**src/rtl/prol16_bus_monitor.sv**
```systemverilog
// rtl/prol16_bus_monitor.sv - passive Prol16 memory-bus monitor with transaction FIFO and status counters
module prol16_bus_monitor #(
  parameter int DATA_WIDTH = 16,
  parameter int FIFO_DEPTH = 8,
  parameter int CNT_WIDTH  = 32
) (
  input  logic                  clk,
  input  logic                  rst,
  input  logic [DATA_WIDTH-1:0] mem_addr_i,
  input  logic [DATA_WIDTH-1:0] mem_rdata_i,
  input  logic [DATA_WIDTH-1:0] mem_wdata_i,
  input  logic                  mem_ce_ni,
  input  logic                  mem_oe_ni,
  input  logic                  mem_we_ni,
  input  logic                  illegal_inst_i,
  input  logic                  cpu_halt_i,
  output logic                  txn_valid_o,
  input  logic                  txn_ready_i,
  output logic                  txn_we_o,
  output logic [DATA_WIDTH-1:0] txn_addr_o,
  output logic [DATA_WIDTH-1:0] txn_data_o,
  output logic [CNT_WIDTH-1:0]  rd_count_o,
  output logic [CNT_WIDTH-1:0]  wr_count_o,
  output logic [CNT_WIDTH-1:0]  drop_count_o,
  output logic                  overflow_o,
  output logic                  halted_o,
  output logic                  illegal_o,
  output logic                  bus_err_o
);

  localparam int AW = $clog2(FIFO_DEPTH);
  localparam int RW = 2 * DATA_WIDTH + 1;
  localparam logic [AW:0]          DEPTH_L = (AW+1)'(FIFO_DEPTH);
  localparam logic [CNT_WIDTH-1:0] CNT_MAX = '1;
  localparam logic [CNT_WIDTH-1:0] CNT_ONE = CNT_WIDTH'(1);
  localparam logic [AW-1:0]        PTR_ONE = AW'(1);
  localparam logic [AW:0]          OCC_ONE = (AW+1)'(1);

  typedef enum logic [1:0] {ST_IDLE, ST_READ, ST_WRITE} state_t;

  state_t                r_state;
  state_t                w_kind;
  logic [DATA_WIDTH-1:0] r_addr;
  logic [DATA_WIDTH-1:0] r_data;
  logic                  r_halted;
  logic                  r_illegal;
  logic                  r_bus_err;
  logic                  r_overflow;
  logic [CNT_WIDTH-1:0]  r_rd_count;
  logic [CNT_WIDTH-1:0]  r_wr_count;
  logic [CNT_WIDTH-1:0]  r_drop_count;

  logic [RW-1:0]         r_mem [FIFO_DEPTH];
  logic [AW-1:0]         r_wr_ptr;
  logic [AW-1:0]         r_rd_ptr;
  logic [AW:0]           r_occ;

  logic                  w_capture;
  logic                  w_is_read;
  logic                  w_is_write;
  logic                  w_bus_err;
  logic                  w_term;
  logic                  w_open;
  logic                  w_valid;
  logic                  w_full;
  logic                  w_pop;
  logic                  w_push;
  logic                  w_drop;
  logic [RW-1:0]         w_head;

  // Once halted (or on the halting edge) the bus is treated as idle so nothing new opens.
  assign w_capture  = !r_halted && !cpu_halt_i;
  assign w_is_read  = !mem_ce_ni && !mem_oe_ni &&  mem_we_ni;
  assign w_is_write = !mem_ce_ni &&  mem_oe_ni && !mem_we_ni;
  assign w_bus_err  = !mem_ce_ni && !mem_oe_ni && !mem_we_ni;

  // Classify the current bus sample; contention and everything unrecognised fold into IDLE.
  always_comb begin
    w_kind = ST_IDLE;
    if (w_capture && w_is_read) begin
      w_kind = ST_READ;
    end else if (w_capture && w_is_write) begin
      w_kind = ST_WRITE;
    end
  end

  // The open record closes when the access kind changes or the address moves within the same kind.
  assign w_term = (r_state != ST_IDLE) && ((w_kind != r_state) || (mem_addr_i != r_addr));
  assign w_open = (w_kind != ST_IDLE) && ((r_state == ST_IDLE) || w_term);

  assign w_valid = (r_occ != '0);
  assign w_full  = (r_occ == DEPTH_L);
  assign w_pop   = w_valid && txn_ready_i;
  // A full FIFO still accepts a record when the head leaves on the same edge.
  assign w_push  = w_term && (!w_full || w_pop);
  assign w_drop  = w_term && w_full && !w_pop;
  assign w_head  = r_mem[r_rd_ptr];

  // Capture FSM, access counters and sticky status flags.
  always_ff @(posedge clk) begin
    if (rst) begin
      r_state      <= ST_IDLE;
      r_addr       <= '0;
      r_data       <= '0;
      r_halted     <= 1'b0;
      r_illegal    <= 1'b0;
      r_bus_err    <= 1'b0;
      r_overflow   <= 1'b0;
      r_rd_count   <= '0;
      r_wr_count   <= '0;
      r_drop_count <= '0;
    end else begin
      r_state <= w_kind;
      if (cpu_halt_i) begin
        r_halted <= 1'b1;
      end
      if (illegal_inst_i) begin
        r_illegal <= 1'b1;
      end
      if (w_capture && w_bus_err) begin
        r_bus_err <= 1'b1;
      end
      if (w_open) begin
        r_addr <= mem_addr_i;
        r_data <= (w_kind == ST_WRITE) ? mem_wdata_i : mem_rdata_i;
      end else if (r_state == ST_READ && w_kind == ST_READ) begin
        r_data <= mem_rdata_i;
      end
      if (w_term && r_state == ST_WRITE && r_wr_count != CNT_MAX) begin
        r_wr_count <= r_wr_count + CNT_ONE;
      end
      if (w_term && r_state == ST_READ && r_rd_count != CNT_MAX) begin
        r_rd_count <= r_rd_count + CNT_ONE;
      end
      if (w_drop) begin
        r_overflow <= 1'b1;
        if (r_drop_count != CNT_MAX) begin
          r_drop_count <= r_drop_count + CNT_ONE;
        end
      end
    end
  end

  // FWFT FIFO pointers and occupancy.
  always_ff @(posedge clk) begin
    if (rst) begin
      r_wr_ptr <= '0;
      r_rd_ptr <= '0;
      r_occ    <= '0;
    end else begin
      if (w_push) begin
        r_wr_ptr <= r_wr_ptr + PTR_ONE;
      end
      if (w_pop) begin
        r_rd_ptr <= r_rd_ptr + PTR_ONE;
      end
      if (w_push && !w_pop) begin
        r_occ <= r_occ + OCC_ONE;
      end else if (!w_push && w_pop) begin
        r_occ <= r_occ - OCC_ONE;
      end
    end
  end

  // FIFO storage; contents are don't-care while the entry is unoccupied.
  always_ff @(posedge clk) begin
    if (!rst && w_push) begin
      r_mem[r_wr_ptr] <= {(r_state == ST_WRITE), r_addr, r_data};
    end
  end

  assign txn_valid_o  = w_valid;
  assign txn_we_o     = w_valid & w_head[RW-1];
  assign txn_addr_o   = w_valid ? w_head[RW-2:DATA_WIDTH] : '0;
  assign txn_data_o   = w_valid ? w_head[DATA_WIDTH-1:0] : '0;
  assign rd_count_o   = r_rd_count;
  assign wr_count_o   = r_wr_count;
  assign drop_count_o = r_drop_count;
  assign overflow_o   = r_overflow;
  assign halted_o     = r_halted;
  assign illegal_o    = r_illegal;
  assign bus_err_o    = r_bus_err;

endmodule

```
**config.mk**
```make
export PLATFORM = sky130hd
export DESIGN_NAME = prol16_bus_monitor
export DESIGN_NICKNAME = d
export VERILOG_FILES = /design/src/rtl/prol16_bus_monitor.sv
export SDC_FILE = /design/constraint.sdc
export NUM_CORES = 1
export LEC_CHECK = 0
export ABC_CLOCK_PERIOD_IN_PS = 4050
export CORE_ASPECT_RATIO = 0.7
export CORE_MARGIN = 3
export CORE_UTILIZATION = 50
export CTS_CLUSTER_DIAMETER = 100
export CTS_CLUSTER_SIZE = 14
export DETAILED_ROUTE_END_ITERATION = 7
export GPL_ROUTABILITY_DRIVEN = 0
export PLACE_DENSITY = 0.79
export SYNTH_ARGS = -nofsm -noshare
export SYNTH_HDL_FRONTEND = slang
export SYNTH_SLANG_ARGS = --single-unit
```
**constraint.sdc**
```tcl
create_clock -name clk -period 4.05 [get_ports clk]
set_input_delay 0.81 -clock clk [delete_from_list [all_inputs] [get_ports clk]]
set_output_delay 0.81 -clock clk [all_outputs]
set_load 0.01 [all_outputs]
```
## Word level (Yosys, flattened, before mapping)

Memory sizes are Yosys's and may differ from the RTL's. A register that Yosys moved wholly into a read port is not among the register bits.
Index checks and enable logic that the tools add are counted.

| cells by class | value |
|---|---|
| bitwise gates (word level) | 1 |
| $add $sub $neg | 7 |
| reductions and logical operators | 42 |
| eq/ne operators | 10 |
| mux-type cells | 13 |

Operators with widths:

| cell | count |
|---|---|
| $add 32x1->32 const B | 3 |
| $ne 32x32->1 const B | 3 |
| $mux 16 | 5 |
| $logic_and 1x1->1 | 23 |
| $ne 16x16->1 | 1 |
| $logic_not 1->1 | 9 |
| $mux 4 | 2 |
| $reduce_bool 2->1 | 4 |
| $add 3x1->3 const B | 2 |
| $mux 3 | 2 |
| $add 4x1->4 const B | 1 |
| $eq 2x1->1 const B | 2 |
| $eq 2x2->1 const B | 2 |
| $eq 4x4->1 const B | 1 |
| $mux 2 | 2 |
| $reduce_bool 4->1 | 1 |
| $sub 4x1->4 const B | 1 |
| $logic_or 1x1->1 | 3 |
| $logic_not 2->1 | 1 |
| $mux 1 | 2 |
| $ne 2x2->1 | 1 |
| $reduce_and 2->1 | 1 |
| $and 1x1->1 | 1 |

| word-level totals | value |
|---|---|
| memories kept | 1 |
| bits in registers | 144 |
| input port bits | 56 |
| RAM bits | 264 |
| output and inout port bits | 134 |
| word-level logic and storage cells | 87 |

Memories:

| memory | depth | width | read ports | clocked after memory_dff | write ports | line | text |
|---|---|---|---|---|---|---|---|
| r_mem | 8 | 33 | 1 | 1 | 1 | 53 | `logic [RW-1:0] r_mem [FIFO_DEPTH];` |

## Logic depth before layout (Yosys ltp)

Gate-level depths: netlist (run 1).

| depth | value |
|---|---|
| depth in word-level cells | 14 |
| depth in mapped cells | 13 |

## Least setup slack after synthesis (run 1)

Ideal clock, no wire load.

| timing | value |
|---|---|
| path kind | in2reg |
| start | input mem_addr_i[14] |
| end | register r_occ[3] |
| setup slack | 0.595 ns |
| buffers on the path | 0 |
| required time | 3.980 ns |
| stages on the path | 13 |
| arrival | 3.385 ns |
| cells stage by stage | xor2_1 nor4_1 nand4_1 o21ai_0 inv_1 ha_1 inv_1 ha_1 a21o_1 a21oi_1 xnor2_1 or3_1 a21oi_1 |

| on the way | value |
|---|---|
| cells in the longest elaborated chain, start to end | 7 |
| elaborated cells between the ends (all ways) | 9 |

Ends and longest elaborated chain:

| item | line | text |
|---|---|---|
| start: declaration | 9 | `input logic [DATA_WIDTH-1:0] mem_addr_i,` |
| $ne 16x16->1 (*) | 88 | `assign w_term = (r_state != ST_IDLE) && ((w_kind != r_state) \|\| (mem_addr_i != r_addr));` |
| $logic_or 1x1->1 (*) | 88 |  |
| $logic_and 1x1->1 (*) | 88 |  |
| $logic_and 1x1->1 (*) | 95 | `assign w_push = w_term && (!w_full \|\| w_pop);` |
| $logic_not 1->1 | 159 | `end else if (!w_push && w_pop) begin` |
| $logic_and 1x1->1 | 159 |  |
| $reduce_bool 2->1 (no line) | - |  |
| end signal: assignment | 158 | `r_occ <= r_occ + OCC_ONE;` |
| end signal: assignment | 160 | `r_occ <= r_occ - OCC_ONE;` |
| end: declaration | 56 | `logic [AW:0] r_occ;` |

Mark *: on every way between the ends. The rest lies on a longest branch, timed or not.
A chain may end at the register's enable or synchronous reset.

==> flow_metrics.tcl, run 1 <==
set metrics [dict create \
    num_vias 11500 \
    cts-resized-gates 0 \
    fin_setup_tns_ns 0 \
    hold_start "overflow_o$_SDFFE_PP0P_" \
    final_hold_viol_count 0 \
    critPathMaxStageDelay_ns 0.58 \
    startpoint_type "register" \
    worst_slew_pin_slew_ns 0.821 \
    ir_drop_mv 0.286 \
    die_w_um 228 \
    synthesis.area_um2 17300 \
    leakage_nw 6.68 \
    numCtsBuffers 35 \
    core-area_um2 33800 \
    ys_seq_elements 411 \
    synth-edff-count 264 \
    cts_tree "yes" \
    synth.most_common_cell "edfxtp_1" \
    antenna_found_initial 1 \
    first_iter_violations 877 \
    yosys-top-cells-area "edfxtp_1 46%, dfxtp_1 17%, mux4_2 8.6%" \
    dp_hpwl_um 25100 \
    synth_top_area_cell "edfxtp_1" \
    max-slew-margin-rel 0.453 \
    rows 56 \
    r2r_cells 14 \
    fin_crit_sh 0.911 \
    track_usage 0.218 \
    crit_slowest_cell "mux4_2" \
    rsz0062_at_grt "false" \
    ys_types 59 \
    reg2reg_to "r_occ[3]$_SDFFE_PP0P_" \
    finClkSkew_ns 0.0209 \
    path_clk_slew_ns 0.07 \
    grt_pass1_wl_um 64100 \
    maxCapViolations 0 \
    power_mw 9.47 \
    fin_area_um2 20900 \
    async_flop_share 0 \
    io_buffers 189 \
    drive_gt1_frac 0.111 \
    synth_top_area_frac 0.458 \
    area_growth_pct 20.4 \
    wl_um 40300 \
    cp_cell_sequence "buf_4 -> mux4_2 -> mux2i_1 -> nor2_1 -> clkdlybuf4s50_1" \
    synth_cells 1298 \
    initial_core_util 0.512 \
    synth_area_per_cell_um2 13.3 \
    drc 0 \
    rrSetupSlack_ns 0.66 \
    via_per_inst 5.82 \
    ant_nets 0 \
    cts_buffer_depth 3 \
    finish.net_count 1551 \
    timing.fmax_mhz 271 \
    hp-class "reg -> reg" \
    io_pins 190 \
    post-route-min-period_ns 3.69 \
    ys.warnings.count 0 \
    place_area_um2 19800 \
    drtPass1Iterations 5 \
    syn-num-nets 1363 \
    holdBufCountCts 0 \
    overflow 0 \
    cts_sinks 411 \
    ys_seq_area_frac 0.627 \
    required_ns 3.24 \
    hold_depth 2 \
    rr_startpoint "r_addr[15]$_SDFFE_PP0P_" \
    critPathArrivalTime_ns 2.88 \
    root_buffer "clkbuf_16" \
    h-tree-depth 2 \
    holdWs_ns 0.450 \
    clk_latency_ns 0.53 \
    setup-violations-final 0 \
    final_max_slew_viol_count 0 \
    grt_pass1_vias 11500 \
    criticalPathCategory "reg -> out" \
    final_util 0.616 \
    outcome "finished clean" \
    fin_ws_ns 0.360 \
    dp_cells 1913 \
    endpoint_kind "output pin" \
    cp_max_fo 18 \
    synthTopCellsByCount "264 x edfxtp_1, 147 x dfxtp_1, 101 x nor2_1" \
    ys.flop_type "edfxtp_1" \
    fp.dieH_um 162 \
    place_ws_ns 0.0143 \
    fin_cells 1974 \
    wl_per_cell_um 20.4 \
    cts_setup_buffers 0 \
    grt_max_degree 106 \
    min_to "overflow_o$_SDFFE_PP0P_" \
    dieArea_um2 37000 \
    p_per_area_nw_per_um2 454 \
]
[report_power, final]
part	leakage [nW]	switching, mW	internal, mW
clock network	0.486	1.45	1.67
registers	3.64	0.0990	4.48
logic	2.55	0.843	0.924
total	6.68	2.39	7.08
[worst max-delay path by stage]
stage                    from                     to  slack, ns  cells after the start
6_report             register          txn_addr_o[7]       0.36                      5
4_1_cts              register          txn_addr_o[7]       0.27                      5
2_1_floorplan  mem_addr_i[14]  r_occ[3]$_SDFFE_PP0P_       0.60                     13
3_5_place_dp   mem_addr_i[15]  r_occ[3]$_SDFFE_PP0P_       0.01                     15
3_3_place_gp   mem_addr_i[15]  r_occ[3]$_SDFFE_PP0P_     -0.003                     15
5_1_grt              register          txn_addr_o[1]       0.17                      5
[logic make-up (layout without fill, tap and decap cells)]
family / count (synthesis) / count (layout) / share of synthesized area
and+or+nand+nor: 424 / 424 / 0.134
DFF: 411 / 411 / 0.627
AOI/OAI and AO/OA: 199 / 199 / 0.0661
muxes: 144 / 144 / 0.132
buffers and inverters: 85 / 296 / 0.0212
xor gates and xnor gates: 26 / 26 / 0.0131
adders and majority gates: 9 / 9 / 0.00693
other: 0 / 1 / 0
[layout by cell type, fill, tap and decap left out, types with 2 or more instances in the layout]
cell type          n
a211oi_1          15
a21oi_1           89
and2_1             8
and3_1            17
and4_1            12
buf_12             7
buf_4             27
clkbuf_1          21
clkbuf_16         36
clkdlybuf4s50_1  188
dfxtp_1          144
dfxtp_2            2
edfxtp_1         264
ha_1               8
inv_1             14
mux2_1             2
mux2_2             9
mux2i_1           67
mux4_2            66
nand2_1           51
nand2b_1          33
nand3_1           34
nand3b_1           2
nand4_1           31
nor2_1           101
nor2b_1           16
nor3_1             9
nor4_1            11
o211ai_1           4
o21ai_0           50
o21ai_1            8
o31ai_1           23
or3_1             61
or4_1             23
or4_2              2
or4_4              2
xnor2_1            4
xor2_1            22
[worst max-delay path, delay by kind of cell, from the launching register on]
family / cells / cell delay, ns
buf+inv: 2 / 0.93
mux: 2 / 0.76
flops: 1 / 0.55
simple gates: 1 / 0.09
[state kept, by name (all words and copies together), names as in the netlist, named ones only]
| signal | count |
|---|---|
| r_mem | 264 |
| drop_count_o | 32 |
| rd_count_o | 32 |
| wr_count_o | 32 |
| r_addr | 16 |
| r_data | 16 |
| r_occ | 4 |
| r_rd_ptr | 3 |
| r_wr_ptr | 3 |
| r_state | 2 |
| bus_err_o | 1 |
| halted_o | 1 |
| illegal_o | 1 |
| overflow_o | 1 |
[per-layer routing]
layer	vias up	share of wire	GRT usage
li1	5368	-	-
met1	5705	0.44	0.308
met2	359	0.46	0.348
met3	58	0.071	0.0444
met4	0	0.023	0.0628
met5	-	0	0
[cell type report]
type                    count  area [µm²]
fillers                  2546       13000
clock inverters             3        36.3
inverters                  14        52.6
flip-flops and latches    411       10900
multi-input cells         802        6110
repair buffers            222        2220
well taps                 464         581
diodes                      1        2.50
clock buffers              57         980
(Power assumes the default switching activity.)
==> run 2: changes to the inputs <==
--- a/config.mk
+++ b/config.mk
@@ -6,14 +6,16 @@
 export NUM_CORES = 1
 export LEC_CHECK = 0
 export ABC_CLOCK_PERIOD_IN_PS = 4050
+export CELL_PAD_IN_SITES_DETAIL_PLACEMENT = 1
+export CELL_PAD_IN_SITES_GLOBAL_PLACEMENT = 2
 export CORE_ASPECT_RATIO = 0.7
 export CORE_MARGIN = 3
-export CORE_UTILIZATION = 50
-export CTS_CLUSTER_DIAMETER = 100
+export CORE_UTILIZATION = 39
+export CTS_CLUSTER_DIAMETER = 40
 export CTS_CLUSTER_SIZE = 14
 export DETAILED_ROUTE_END_ITERATION = 7
 export GPL_ROUTABILITY_DRIVEN = 0
-export PLACE_DENSITY = 0.79
+export PLACE_DENSITY = 0.86
 export SYNTH_ARGS = -nofsm -noshare
 export SYNTH_HDL_FRONTEND = slang
 export SYNTH_SLANG_ARGS = --single-unit
==> constraint.sdc (replaced) <==
create_clock -name clk -period 4.05 [get_ports clk]
set_input_delay 0.81 -clock clk [delete_from_list [all_inputs] [get_ports clk]]
set_output_delay 0.81 -clock clk [all_outputs]
set_load 0.05 [all_outputs]
==> run 2 against run 1 <==
Combinational power increased by 40%. Clock skew increased by 0.0020 ns. Critical endpoint is now txn_addr_o[0]. Highest routed layer unchanged. Count of clock-buffer cells in the layout increased by 4. Register-to-register slack about the same. Critical path type unchanged. Sequential share of layout area decreased by 2.1 points. Setup slack got worse by 0.10 ns. Global-route usage decreased by 1.9 points. Non-clock buffer count increased by 5.
==> flow_metrics.tcl, run 2 (synthesis results as in run 1) <==
set metrics [dict create \
    criticalPathCategory "reg -> out" \
    fin_crit_sh 0.936 \
    cts_setup_buffers 0 \
    final_common_cell "edfxtp_1" \
    critPathArrivalTime_ns 2.98 \
    num_vias 11700 \
    leakage_nw 7.03 \
    dieArea_um2 47000 \
    area_growth_pct 25.5 \
    required_ns 3.24 \
    setup-violations-final 0 \
    wl_um 46700 \
    drtPass1Iterations 4 \
    overflow 0 \
    startpoint_type "register" \
    regMostFlops "r_mem" \
    max-slew-margin-rel 0.504 \
    p_per_area_nw_per_um2 530 \
    worst_slew_pin_slew_ns 0.743 \
    track_usage 0.199 \
    maxCapViolations 0 \
    antenna_found_initial 0 \
    root_buffer "clkbuf_16" \
    path_clk_slew_ns 0.06 \
    fin_cells 2132 \
    ir_drop_mv 0.288 \
    first_iter_violations 737 \
    numCtsBuffers 50 \
    grt_max_degree 98 \
    initial_core_util 0.402 \
    cts_buffer_depth 3 \
    layout_common_cells "264 x edfxtp_1, 188 x clkdlybuf4s50_1, 144 x dfxtp_1" \
    holdBufCountCts 0 \
    outcome "finished clean" \
    rsz0062_at_grt "false" \
    dp_hpwl_um 30000 \
    cts_tree "yes" \
    via_per_inst 5.50 \
    fillCellCount 4373 \
    cts_sinks 411 \
    io_buffers 189 \
    grt_pass1_wl_um 73800 \
    dp_cells 2039 \
    rows 63 \
    hp-class "reg -> reg" \
    fin_setup_tns_ns 0 \
    cp_max_fo 30 \
    ant_nets 0 \
    finClkSkew_ns 0.0229 \
    fp.dieH_um 182 \
    grt_pass1_vias 12500 \
    holdWs_ns 0.454 \
    wl_per_cell_um 21.9 \
    clk_latency_ns 0.58 \
    num_antenna_cells 0 \
    drc 0 \
    core-area_um2 43100 \
    final_max_slew_viol_count 0 \
    post-route-min-period_ns 3.79 \
    endpoint_kind "output pin" \
    io_pins 190 \
    cts-resized-gates 0 \
    largest_reg_flops 264 \
    h-tree-depth 2 \
    die_w_um 258 \
    timing.fmax_mhz 264 \
    finish.net_count 1571 \
    final_hold_viol_count 0 \
    drive_gt1_frac 0.139 \
]
==> run 2: cell types whose count changed in the layout (fill, tap and decap cells not counted), sizes merged <==
cell and delta:
buf +5, clkinvlp +2, bufinv +4, diode -1, clkinv +10, inv +13
clkbuf +4
==> run 2: layout make-up <==
cell class	instances	area, µm²	area share
Clock inverter	32	353	0.0162
Timing Repair Buffer	227	2320	0.107
Sequential cell	411	10900	0.500
Tap cell	585	732	0.0337
Multi-Input combinational cell	802	6110	0.281
Clock buffer	61	1300	0.0599
Inverter	14	52.6	0.00242
==> run 2: critical path, cell delays in order (launching register included) <==
cell	delay, ns
dfxtp_4	0.49
buf_12	0.30
mux4_2	0.55
mux2i_1	0.24
nor2_1	0.07
clkdlybuf4s50_1	0.73
==> run 2: path summary, 6_finish.rpt <==
check                           from                       to  slack (ns)  cells after the start
max reg2reg  r_addr[15]$_SDFFE_PP0P_    r_occ[3]$_SDFFE_PP0P_        0.66                     13
min          overflow_o$_SDFFE_PP0P_  overflow_o$_SDFFE_PP0P_        0.45                      2
max                         register            txn_addr_o[0]        0.26                      5
min reg2reg  overflow_o$_SDFFE_PP0P_  overflow_o$_SDFFE_PP0P_        0.45                      2
==> run 2: per-stage QoR <==
step | worst slack, ns | cell area, µm² | utilization | total power [mW]
6_report | 0.259 | 21700 | 0.504 | 11.5
5_1_grt | 0.0939 | 21700 | 0.504 | 12.0
4_1_cts | 0.152 | 21700 | 0.504 | 11.7
3_5_place_dp | -0.0716 | 20100 | 0.466 | 7.19
3_3_place_gp | 0.106 | 20100 | 0.466 | 7.14
2_1_floorplan | 0.595 | 17300 | - | 6.29
==> run 2: routing by layer <==
layer  global-route usage  vias up  part of all wire  wire, µm
met5                    0        -                 0         0
met4               0.0496        0             0.020       950
met3               0.0404       66             0.045      2100
met2                0.327      241              0.48     22300
met1                0.273     5996              0.46     21400
li1                     -     5429                 -         -
==> run 2: power by group <==
| group | internal (mW) | switching [mW] | total (mW) | leakage [nW] |
|---|---|---|---|---|
| Combinational | 0.946 | 1.53 | 2.48 | 2.59 |
| Clock | 2.61 | 1.86 | 4.47 | 0.806 |
| Sequential | 4.49 | 0.0923 | 4.58 | 3.64 |
| Total | 8.04 | 3.49 | 11.5 | 7.03 |
==> run 3: changes to the inputs <==
--- a/config.mk
+++ b/config.mk
@@ -5,7 +5,7 @@
 export SDC_FILE = /design/constraint.sdc
 export NUM_CORES = 1
 export LEC_CHECK = 0
-export ABC_CLOCK_PERIOD_IN_PS = 4050
+export ABC_CLOCK_PERIOD_IN_PS = 3900
 export CELL_PAD_IN_SITES_DETAIL_PLACEMENT = 1
 export CELL_PAD_IN_SITES_GLOBAL_PLACEMENT = 2
 export CORE_ASPECT_RATIO = 0.7
==> constraint.sdc (replaced) <==
create_clock -name clk -period 3.9 [get_ports clk]
set_input_delay 0.78 -clock clk [delete_from_list [all_inputs] [get_ports clk]]
set_output_delay 0.78 -clock clk [all_outputs]
set_load 0.05 [all_outputs]
==> run 3 against run 2 <==
Sequential share of layout area about the same. Global-route usage down 0.093 points. Die area unchanged. Largest power group unchanged. Setup slack worse by 0.022 ns.
==> flow_metrics.tcl, run 3 (synthesis results as in run 1) <==
set metrics [dict create \
    r2r_cells 14 \
    layout_common_cells "264 x edfxtp_1, 188 x clkdlybuf4s50_1, 144 x dfxtp_1" \
    fin_ws_ns 0.237 \
    outcome "finished clean" \
    min_to "overflow_o$_SDFFE_PP0P_" \
    drc 0 \
    overflow 0 \
    endpoint_kind "output pin" \
    track_usage 0.198 \
    largest_reg_flops 264 \
    cts_tree "yes" \
    die_w_um 258 \
    final_common_cell "edfxtp_1" \
    via_per_inst 5.54 \
    area_growth_pct 25.4 \
    ant_nets 0 \
    dieArea_um2 47000 \
    antenna_found_initial 2 \
    holdBufCountCts 0 \
    cts_setup_buffers 0 \
    grt_pass1_wl_um 73500 \
    drtPass1Iterations 4 \
    fin_cells 2132 \
    leakage_nw 7.01 \
    hold_depth 2 \
    fin_area_um2 21700 \
    fp.dieH_um 182 \
    core-area_um2 43100 \
    reg2reg_to "r_occ[3]$_SDFFE_PP0P_" \
    num_vias 11800 \
    numCtsBuffers 48 \
    critPathArrivalTime_ns 2.88 \
    wl_per_cell_um 21.9 \
    startpoint_type "register" \
    fin_crit_sh 0.939 \
    rrSetupSlack_ns 0.66 \
    wl_um 46600 \
    io_pins 190 \
    place_ws_ns 0.0329 \
    initial_core_util 0.402 \
    io_buffers 189 \
    first_iter_violations 894 \
    worst_slew_pin_slew_ns 0.652 \
    cp_max_fo 34 \
    rows 63 \
    timing.fmax_mhz 273 \
    cts_sinks 411 \
    dp_hpwl_um 29800 \
    grt_pass1_vias 12500 \
    rsz0062_at_grt "false" \
    clk_latency_ns 0.58 \
    h-tree-depth 2 \
    post-route-min-period_ns 3.66 \
    root_buffer "clkbuf_16" \
    finish.net_count 1572 \
    dp_cells 2042 \
    hp-class "reg -> reg" \
    setup-violations-final 0 \
    cts-resized-gates 0 \
    final_max_slew_viol_count 0 \
    rr_startpoint "r_addr[14]$_SDFFE_PP0P_" \
    required_ns 3.12 \
    regMostFlops "r_mem" \
    maxCapViolations 0 \
    finClkSkew_ns 0.0234 \
    p_per_area_nw_per_um2 548 \
    fin_setup_tns_ns 0 \
    holdWs_ns 0.453 \
    criticalPathCategory "reg -> out" \
    path_clk_slew_ns 0.06 \
    ir_drop_mv 0.275 \
    final_hold_viol_count 0 \
    drive_gt1_frac 0.138 \
    hold_start "overflow_o$_SDFFE_PP0P_" \
    place_area_um2 20100 \
    max-slew-margin-rel 0.565 \
    grt_max_degree 104 \
    final_util 0.504 \
    cts_buffer_depth 3 \
    power_mw 11.9 \
]
run 3: changes by cell type in the layout (fill, tap and decap cells not counted), sizes merged:
cell      previous run  this run
buf                 39        42
bufinv               4         5
clkbuf              61        55
clkinv              11        14
clkinvlp             2         7
diode                0         1
inv                 29        22
run 3: cell type report:
cell class / count / area (µm²)
repair buffers: 230 / 2350
clock buffers: 55 / 1230
flip-flops and latches: 411 / 10900
fillers: 4317 / 21400
clock inverters: 34 / 378
well taps: 585 / 732
multi-input cells: 802 / 6110
diodes: 1 / 2.50
inverters: 14 / 52.6
run 3: worst max-delay path, cell delays in order (launching register included):
cell and delay, ns:
dfxtp_4 0.39, buf_12 0.28, mux4_2 0.58, mux2i_1 0.27
nor2_1 0.07, clkdlybuf4s50_1 0.71
run 3: worst max-delay path by stage:
stage | from | to | slack [ns] | depth (start not counted)
2_1_floorplan | mem_addr_i[14] | r_occ[3]$_SDFFE_PP0P_ | 0.48 | 13
6_report | register | txn_addr_o[12] | 0.24 | 5
3_5_place_dp | mem_addr_i[9] | r_occ[3]$_SDFFE_PP0P_ | 0.03 | 15
5_1_grt | register | txn_addr_o[12] | 0.13 | 5
3_3_place_gp | mem_addr_i[14] | r_occ[3]$_SDFFE_PP0P_ | 0.06 | 15
4_1_cts | register | txn_addr_o[12] | 0.20 | 5
run 3: power breakdown:
part	internal, mW	switching [mW]
sequential	4.66	0.0830
combinational	0.992	1.63
clock	2.64	1.89
run 3: layer usage:
| metal | GRT usage | vias to the layer above | part of all wire |
|---|---|---|---|
| li1 | - | 5403 | - |
| met1 | 0.274 | 6090 | 0.46 |
| met5 | 0 | - | 0.00019 |
| met2 | 0.324 | 236 | 0.47 |
| met3 | 0.0361 | 81 | 0.043 |
| met4 | 0.0532 | 2 | 0.026 |
==> RTL change, RTL diff (config.mk and constraints of run 3) <==
`FIFO_DEPTH`: 8 -> 16.
--- a/src/rtl/prol16_bus_monitor.sv
+++ b/src/rtl/prol16_bus_monitor.sv
@@ -1,7 +1,7 @@
 // rtl/prol16_bus_monitor.sv - passive Prol16 memory-bus monitor with transaction FIFO and status counters
 module prol16_bus_monitor #(
   parameter int DATA_WIDTH = 16,
-  parameter int FIFO_DEPTH = 8,
+  parameter int FIFO_DEPTH = 16,
   parameter int CNT_WIDTH  = 32
 ) (
   input  logic                  clk,
Check against the original RTL: same outputs for any inputs over 4 cycles, from zero or initial values and one cycle with rst high; that may be too few to reach the edited logic, so the function may still have changed.
==> RTL change against run 3 <==
  * Count of clock-buffer cells in the layout increased by 42
  * Largest cell class unchanged
  * Area after synthesis increased by 59%
  * Sequential cell count increased by 268
  * Cell area grew 56%
  * Global-route usage is 0.50 points higher
  * Worst setup slack lost 0.13 ns
  * Via count is 40% higher
  * Wire length is 60% higher
  * Critical path depth rose by 1
  * Total power up 66%
==> RTL change: results (changes against run 3) <==
| Metric | Value |
|---|---|
| Status | complete, no violations |
| Post-synthesis xor/xnor area fraction | 0.009245 (-0.003898) |
| Compound-Gate Fraction of Synth Area | 0.04417 (-0.02197) |
| RR Endpoint | r_occ[4] |
| Post-Synth Adder-Cell Area | 0.006193 (-0.0007390) |
| HPWL Detailed | 44650 µm (+50%) |
| Layout Nets | 2006 (+28%) |
| Largest net degree at the start of global routing | 84 (-19%) |
| Synth unique cells | 56 (-5.1%) |
| Worst skew pair latency | 0.63 ns (+0.05 ns) |
| Crit Reg-Reg Startpoint | r_addr[2] |
| Total Routing Usage GR | 0.2033 (+0.004975) |
| Largest register FFs | 528 (+100%) |
| Sequential fraction of the synthesis area | 0.6871 (+0.05972) |
| Dpl cell area | 0.03113 mm² (+55%) |
| DP Worst Slack | -0.1640 ns (-0.1969 ns) |
| Final wirelength | 74440 µm (+60%) |
| Syn avg cell area | 16.49 µm² (+24%) |
| Layout Skew | 0.02682 ns (+0.003432 ns) |
| EDFF count, synth | 528 (+100%) |
| DR pass1 iterations | 5 (+1) |
| Initial drt markers | 1480 (+66%) |
| Hold slack | 0.4631 ns (+0.01011 ns) |
| Commonest cells in the netlist | edfxtp_1 (528), mux4_2 (165), dfxtp_1 (151), nor2_1 (92), a21oi_1 (78) |
| Slew HR | 0.5092 (-0.05544) |
| Multiplexer area fraction after synthesis | 0.1495 (+0.01782) |
| Number of global-route vias before repair | 17467 (+40%) |
| R2r setup slk | 0.35 ns (-0.31 ns) |
| H-tree depth | 3 (+1) |
| Maximum vdd drop | 0.0005498 V (+100%) |
| Top post-synthesis cells by area | edfxtp_1 (58%), mux4_2 (14%), dfxtp_1 (11%) |
RTL change: changes by cell type after synthesis, moves of 22 or more:
cell	run 3	this run
and2_1	8	41
edfxtp_1	264	528
mux2i_1	67	21
mux4_2	66	165
nand2_1	51	73
nand2b_1	33	2
RTL change: how the worst max path moves through the flow:
stage	start	end	cells after the start
2_1_floorplan	mem_addr_i[8]	r_occ[4]	14
3_3_place_gp	mem_addr_i[10]	r_occ[4]	15
3_5_place_dp	mem_addr_i[10]	r_occ[4]	15
4_1_cts	flip-flop	txn_data_o[7]	6
5_1_grt	flip-flop	txn_addr_o[15]	6
6_report	flip-flop	txn_addr_o[15]	6
RTL change: area by class of cell:
type,count,area [µm²]
Multi-Input combinational cell,873,8149
Sequential cell,679,18890
Tap cell,902,1129
Antenna cell,1,2.502
Timing Repair Buffer,280,2987
Clock inverter,52,591.8
Inverter,22,82.58
Fill cell,6522,34970
Clock buffer,97,2171
RTL change: timing repair:
| action | 4_1_cts | 5_1_grt |
|---|---|---|
| endpoints found under the setup margin | 32 | 9 |
| resized for setup | 5 | 3 |
| buffers inserted | 5 | 0 |
| cloned | 1 | 0 |
RTL change: worst max-delay path: stages (launching register included):
cell	delay (ns)
dfxtp_4	0.37
buf_12	0.17
buf_4	0.14
mux4_2	0.49
mux4_2	0.58
and2_1	0.21
dlygate4sd2_1	0.42
RTL change: layer usage:
layer,share of wire,global-route usage
met5,0,0
met4,0.022,0.05038
met1,0.43,0.2788
met3,0.060,0.04395
met2,0.49,0.3310
RTL change: power by group:
part / total [W] / internal [W] / switching (W)
combinational: 0.00413 / 0.00175 / 0.00238
clock: 0.00769 / 0.00449 / 0.00320
sequential: 0.00794 / 0.00781 / 0.000128
total: 0.0198 / 0.0141 / 0.00571
